<file path="src/rtl/twiddle_factor_index_pkg.sv">
// Shared FFT sizing for the twiddle index generator slice.
package fft_pkg;
  localparam int N_POINTS = 64;
  localparam int LOG2_N   = 6;
  localparam int HALF_N   = N_POINTS / 2;

  typedef logic [LOG2_N-1:0] idx_t;
endpackage

</file>
<file path="src/rtl/twiddle_factor_index_if.sv">
// Stage/start request and twiddle ROM address bundle.
// Optional busy flag present when TWIDDLE_FACTOR_INDEX_BUSY_EN is defined.
interface twiddle_factor_index_if #(
  parameter int LOG2_N = fft_pkg::LOG2_N
);
  logic [LOG2_N-1:0] stage;
  logic              start;
  logic [LOG2_N-1:0] out;
`ifdef TWIDDLE_FACTOR_INDEX_BUSY_EN
  logic              busy;

  modport master (output stage, output start, input  out, input  busy);
  modport slave  (input  stage, input  start, output out, output busy);
`else
  modport master (output stage, output start, input  out);
  modport slave  (input  stage, input  start, output out);
`endif
endinterface

</file>
<file path="src/rtl/twiddle_factor_index_msb_encoder.sv">
// Combinational priority encoder: index of the highest set bit plus zero flag.
module tfi_msb_encoder
  import fft_pkg::*;
#(
  parameter int W = LOG2_N
) (
  input  logic [W-1:0] i_stage,
  output logic [W-1:0] o_msb,
  output logic         o_zero
);

  // Ascending scan so the last (highest) set bit wins.
  always_comb begin
    o_msb  = '0;
    o_zero = 1'b1;
    for (int unsigned i = 0; i < W; i++) begin
      if (i_stage[i]) begin
        o_msb  = W'(i);
        o_zero = 1'b0;
      end
    end
  end

endmodule

</file>
<file path="src/rtl/twiddle_factor_index.sv">
// Twiddle-factor index generator for one radix-2 DIT FFT stage.
// Optional busy output built when TWIDDLE_FACTOR_INDEX_BUSY_EN is defined.
module twiddle_factor_index #(
  parameter int N_POINTS = fft_pkg::N_POINTS,
  parameter int LOG2_N   = fft_pkg::LOG2_N
) (
  input  logic                   clk,
  input  logic                   rst,
  twiddle_factor_index_if.slave  bus
);

  localparam int HALF = N_POINTS / 2;
  localparam int CW   = LOG2_N - 1;

  logic [LOG2_N-1:0] w_msb;
  logic              w_zero;
  logic [LOG2_N-1:0] w_exp;
  logic [LOG2_N-1:0] w_span;
  logic [LOG2_N-1:0] w_shift;
  logic [LOG2_N-1:0] w_mask;
  logic [LOG2_N-1:0] w_k;

  logic [CW-1:0]     r_j;
  logic              r_active;
  logic [LOG2_N-1:0] r_span;
  logic [LOG2_N-1:0] r_shift;
  logic [LOG2_N-1:0] r_out;
`ifdef TWIDDLE_FACTOR_INDEX_BUSY_EN
  logic              r_busy;
`endif

  tfi_msb_encoder #(.W(LOG2_N)) u_enc (
    .i_stage (bus.stage),
    .o_msb   (w_msb),
    .o_zero  (w_zero)
  );

  // Normalise requested span to a power of two no larger than N/2, derive shift.
  always_comb begin
    w_exp   = (w_msb > LOG2_N'(CW)) ? LOG2_N'(CW) : w_msb;
    w_span  = w_zero ? '0 : (LOG2_N'(1) << w_exp);
    w_shift = w_zero ? '0 : (LOG2_N'(CW) - w_exp);
  end

  // Twiddle index for the current butterfly: (j mod S) scaled by N/(2S).
  always_comb begin
    w_mask = r_span - LOG2_N'(1);
    w_k    = (r_span == '0) ? '0 : (({1'b0, r_j} & w_mask) << r_shift);
  end

  // Sweep control: start latches span and emits k(0); running steps j once per edge.
  // busy tracks cycles carrying a sweep value, so it lags active by one edge at the end.
  always_ff @(posedge clk) begin
    if (rst) begin
      r_out    <= '0;
      r_j      <= '0;
      r_active <= 1'b0;
      r_span   <= '0;
      r_shift  <= '0;
`ifdef TWIDDLE_FACTOR_INDEX_BUSY_EN
      r_busy   <= 1'b0;
`endif
    end else if (bus.start) begin
      r_out    <= '0;
      r_j      <= CW'(1);
      r_active <= 1'b1;
      r_span   <= w_span;
      r_shift  <= w_shift;
`ifdef TWIDDLE_FACTOR_INDEX_BUSY_EN
      r_busy   <= 1'b1;
`endif
    end else if (r_active) begin
      r_out <= w_k;
      r_j   <= r_j + CW'(1);
      if (r_j == CW'(HALF - 1)) r_active <= 1'b0;
`ifdef TWIDDLE_FACTOR_INDEX_BUSY_EN
      r_busy <= 1'b1;
`endif
    end else begin
      r_out <= '0;
`ifdef TWIDDLE_FACTOR_INDEX_BUSY_EN
      r_busy <= 1'b0;
`endif
    end
  end

  assign bus.out = r_out;
`ifdef TWIDDLE_FACTOR_INDEX_BUSY_EN
  assign bus.busy = r_busy;
`endif

endmodule

</file>
<file path="src/flat_wrapper.sv">
// flat-port wrapper written by rule: the top's interface ports become plain ports
module twiddle_factor_index_flat 
#(
  parameter int N_POINTS = fft_pkg::N_POINTS,
  parameter int LOG2_N   = fft_pkg::LOG2_N
)
  (clk, rst, bus_stage, bus_start, bus_out);
  twiddle_factor_index_if #(.LOG2_N(LOG2_N)) bus_i ();
  input  logic clk;
  input  logic rst;
  input wire logic [$bits(bus_i.stage)-1:0] bus_stage;
  input wire logic [$bits(bus_i.start)-1:0] bus_start;
  output wire logic [$bits(bus_i.out)-1:0] bus_out;
  assign bus_i.stage = bus_stage;
  assign bus_i.start = bus_start;
  assign bus_out = bus_i.out;
  twiddle_factor_index #(.N_POINTS(N_POINTS), .LOG2_N(LOG2_N)) u_core (.clk(clk), .rst(rst), .bus(bus_i));
endmodule
</file>
<file path="config.mk">
export PLATFORM = sky130hd
export DESIGN_NAME = twiddle_factor_index_flat
export DESIGN_NICKNAME = d
export VERILOG_FILES = /design/src/rtl/twiddle_factor_index_pkg.sv /design/src/rtl/twiddle_factor_index_if.sv /design/src/rtl/twiddle_factor_index_msb_encoder.sv /design/src/rtl/twiddle_factor_index.sv /design/src/flat_wrapper.sv
export SDC_FILE = /design/constraint.sdc
export NUM_CORES = 1
export LEC_CHECK = 0
export ABC_CLOCK_PERIOD_IN_PS = 1410
export BUFFER_PORTS_ARGS = -buffer_cell sky130_fd_sc_hd__buf_4
export CAP_MARGIN = 20
export CORE_MARGIN = 2
export CORE_UTILIZATION = 50
export CTS_CLUSTER_DIAMETER = 200
export DETAILED_ROUTE_END_ITERATION = 8
export PLACE_DENSITY_LB_ADDON = 0.1
export SETUP_SLACK_MARGIN = 0.5
export SYNTH_ARGS = -nofsm -noshare
export SYNTH_HDL_FRONTEND = slang
export SYNTH_SLANG_ARGS = --single-unit
</file>
<file path="constraint.sdc">
create_clock -name clk -period 1.41 [get_ports clk]
set_input_delay 0.0705 -clock clk [delete_from_list [all_inputs] [get_ports clk]]
set_output_delay 0.0705 -clock clk [all_outputs]
set_load 0.1 [all_outputs]
</file>
==> flow_metrics.tcl <==
set metrics [dict create \
    switching_share_pct 23.5 \
    setup-tns-final_ns -0.428 \
    fin_worst_skew_ns 0.00923 \
    placeableCoreArea_sq_um 2170 \
    timing.rr.start "u_core.r_span[1]$_SDFFE_PP0P_" \
    max_clock_freq_mhz 650 \
    yosysTopAreaCell "dfxtp_1" \
    chipWidth_um 51.6 \
    internal_power_mw 1.02 \
    cts_num_sinks 22 \
    hold_ws_ns 0.00822 \
    portBuffers 14 \
    relSlewSlack_pct 70.6 \
    synth_top_area_share_pct 38.9 \
    ff2ff_setup_slack_ns -0.13 \
    syn_inst 128 \
    cts.htree.levels 1 \
    postPlaceCellArea_sq_um 1380 \
    cts_tree "built" \
    postLayoutSetupSlackWorst_ns -0.129 \
    hp-class "in2reg" \
    syn_area_sq_um 1130 \
    critPathKind "reg2reg" \
    comb_power_share_pct 14.5 \
    dr.pass1.iters 4 \
    hold_violations 0 \
    endpoint_kind "flip-flop" \
    ant_nets 0 \
    cp-start-kind "flip-flop" \
    gp_congestion 0.853 \
    crit_path_top_delay_cell "dfxtp_2" \
    ys_types 39 \
    cts_buffer_depth 2 \
    ff_latch_area_sq_um 458 \
    crit_family "flip-flops" \
    ioPinCount 15 \
    drv_slew 0 \
    wl_per_cell_um 15.3 \
    holdPathStages 3 \
    final_layout_size_suffix_gt1_share_pct 48.8 \
    antenna_cells 0 \
    placed_cells 176 \
    ys_seq_elements 22 \
    start_util_pct 52.2 \
    worst_pin_slew_ns 0.440 \
    p_clk_share_pct 36.8 \
    drc 0 \
    dr_total_vias 1041 \
    routed_via_density 5.48 \
    clock_latency_ns 0.31 \
    max_stage_delay_ns 0.38 \
    yosys-top-cells-count "22 x dfxtp_1, 11 x nand2_1, 10 x nor2_1" \
    ys.flop_type "dfxtp_1" \
    p_leak_nw 0.672 \
    power_frac_seq_pct 48.7 \
    grt_max_degree 14 \
    grt_use_total_pct 24.1 \
    grt_overflow 0 \
    vdd_drop_max_mv 0.737 \
    power.density_nw_per_um2 771 \
    postLayoutCoreUtil_pct 79.8 \
    reg2reg_to "u_core.bus.out[5]$_SDFF_PP0_" \
    holdPathEnd "u_core.r_shift[1]$_SDFFE_PP0P_" \
    crit_cells 6 \
    dieArea_sq_um 2660 \
    setup_violations 6 \
    fillCellCount 130 \
    rows 17 \
    syn_avg_cell_area_sq_um 8.85 \
    async_flop_share_pct 0 \
    worstPathArrival_ns 1.74 \
    crit_required_ns 1.62 \
    fin_cells 190 \
    multiInputGateArea_sq_um 796 \
    drt-total-wl_mm 2.90 \
    worstPathCellList "inv_2 -> ha_4 -> buf_4 -> xor2_1 -> and4b_1 -> o311a_1" \
    synth.area.top_cells "dfxtp_1 39%, mux2i_1 4.4%, nor2b_1 3.9%" \
    synth_warnings 0 \
    rsz0062_at_grt "true" \
    switching_power_uw 314 \
    yosysSeqAreaShare_pct 38.9 \
    path_max_fanout 4 \
    fin_crit_sh_pct 109 \
    dp_hpwl_mm 1.83 \
    grt_pass1_vias 1046 \
    finalCriticalPeriod_ns 1.54 \
    status "complete, but fails checks" \
    reg2reg_depth 6 \
    drt_iter0_drc 17 \
    path_clk_slew_ns 0.12 \
    path_buf_inv 2 \
    final_nets 175 \
    antenna_found_initial 0 \
    synth.net_count 140 \
    worstHoldStart "bus_stage[2]" \
    cts_buffers 3 \
    cts-root-buf "clkbuf_4" \
    synthToLayoutAreaGrowth_pct 52.8 \
    drv_cap 0 \
    grt_pass1_wl_mm 4.73 \
    violations "setup timing" \
    yosysMostFrequentCell "dfxtp_1" \
    die_height_um 51.6 \
    fin_area_sq_um 1730 \
    synth_edf_count 0 \
]
what timing repair did:
item,CTS,global route
setup buffers,6,3
hold buffers,1,0
gates cloned,0,0
endpoints found under the hold margin,2,0
pin swaps,7,9
resized for setup,37,18
setup endpoints to repair,20,22
tightest hold or removal path, delay by kind of cell:
family	cells	cell delay, ns
AND/OR/NAND/NOR	1	0.05
buffers and inverters	1	0.10
AO/OA/AOI/OAI	1	0.07
per-stage QoR:
step                setup slack [ns]  power [mW]
finish                        -0.129        1.33
global route                  -0.162        1.37
CTS                           -0.133        1.31
detailed placement            -0.182       0.807
global placement              -0.106       0.802
floorplan                     0.0185       0.749
power by group through the flow:
stage,sequential [mW],clock (mW),combinational (mW)
floorplan,0.666,0,0.0836
global placement,0.663,0,0.140
detailed placement,0.663,0,0.144
CTS,0.648,0.489,0.171
global route,0.651,0.513,0.209
finish,0.650,0.491,0.193
cell usage in the layout (no fill, tap or decap), types with 2 or more instances in the layout:
master and count:
and4b_1 2, nor2b_1 6, mux2i_1 4, nand3b_1 4
inv_2 3, xor2_1 4, nor2_1 10, nor3_1 5
buf_6 4, a21oi_4 2, buf_12 6, nand2_1 10
nand2b_1 4, o21a_1 2, a21oi_2 2, buf_4 24
ha_4 3, a21oi_1 4, or4b_4 2, o21ai_2 2
o21ai_0 3, dfxtp_2 11, inv_1 2, dfxtp_1 10
nor3b_4 2, clkbuf_4 3
flip-flops by register name, indices dropped and copies added, names as in the netlist:
name / count
u_core.r_shift: 4
u_core.r_active: 1
u_core.r_span: 6
u_core.r_j: 5
u_core.bus.out: 6
routing by layer:
metal	vias up	global-route usage, %	part of all wire, %
met1	507	26.3	45
met5	-	0	0
met2	11	47.4	53
li1	521	-	-
met3	2	2.59	1.4
met4	0	7.89	0.59
cells by family (layout without fill, tap and decap cells):
| kind of cell | count (synthesis) | count (layout) | synth area share, % |
|---|---|---|---|
| AO/OA/AOI/OAI | 25 | 25 | 15.6 |
| XOR/XNOR | 4 | 4 | 3.09 |
| adder cells (fa/ha/maj) | 3 | 3 | 3.32 |
| buffers and inverters | 11 | 45 | 4.31 |
| flip-flops | 22 | 22 | 38.9 |
| multiplexers | 5 | 5 | 4.42 |
| AND/OR/NAND/NOR | 58 | 58 | 30.4 |
layout make-up:
class                      count  share of cell area [%]
multi-input combinational     95                    46.0
sequential                    22                    26.5
timing repair buffer          36                    21.4
tap                           28                    2.02
clock inverter                 1                    1.74
clock buffer                   3                    1.30
inverter                       5                    1.08
worst max path at each step:
| stage | slack, ns | end | start |
|---|---|---|---|
| 6_report | -0.13 | u_core.bus.out[5]$_SDFF_PP0_ | u_core.r_span[1]$_SDFFE_PP0P_ |
| 3_5_place_dp | -0.18 | u_core.bus.out[4]$_SDFF_PP0_ | u_core.r_span[0]$_SDFFE_PP0P_ |
| 4_1_cts | -0.13 | u_core.bus.out[4]$_SDFF_PP0_ | u_core.r_shift[4]$_SDFFE_PP0P_ |
| 5_1_grt | -0.16 | u_core.bus.out[4]$_SDFF_PP0_ | u_core.r_span[0]$_SDFFE_PP0P_ |
| 2_1_floorplan | 0.02 | u_core.bus.out[4]$_SDFF_PP0_ | u_core.r_active$_SDFF_PP0_ |
| 3_3_place_gp | -0.11 | u_core.bus.out[4]$_SDFF_PP0_ | u_core.r_span[0]$_SDFFE_PP0P_ |
No activity file was read; power rests on OpenSTA's default activity.
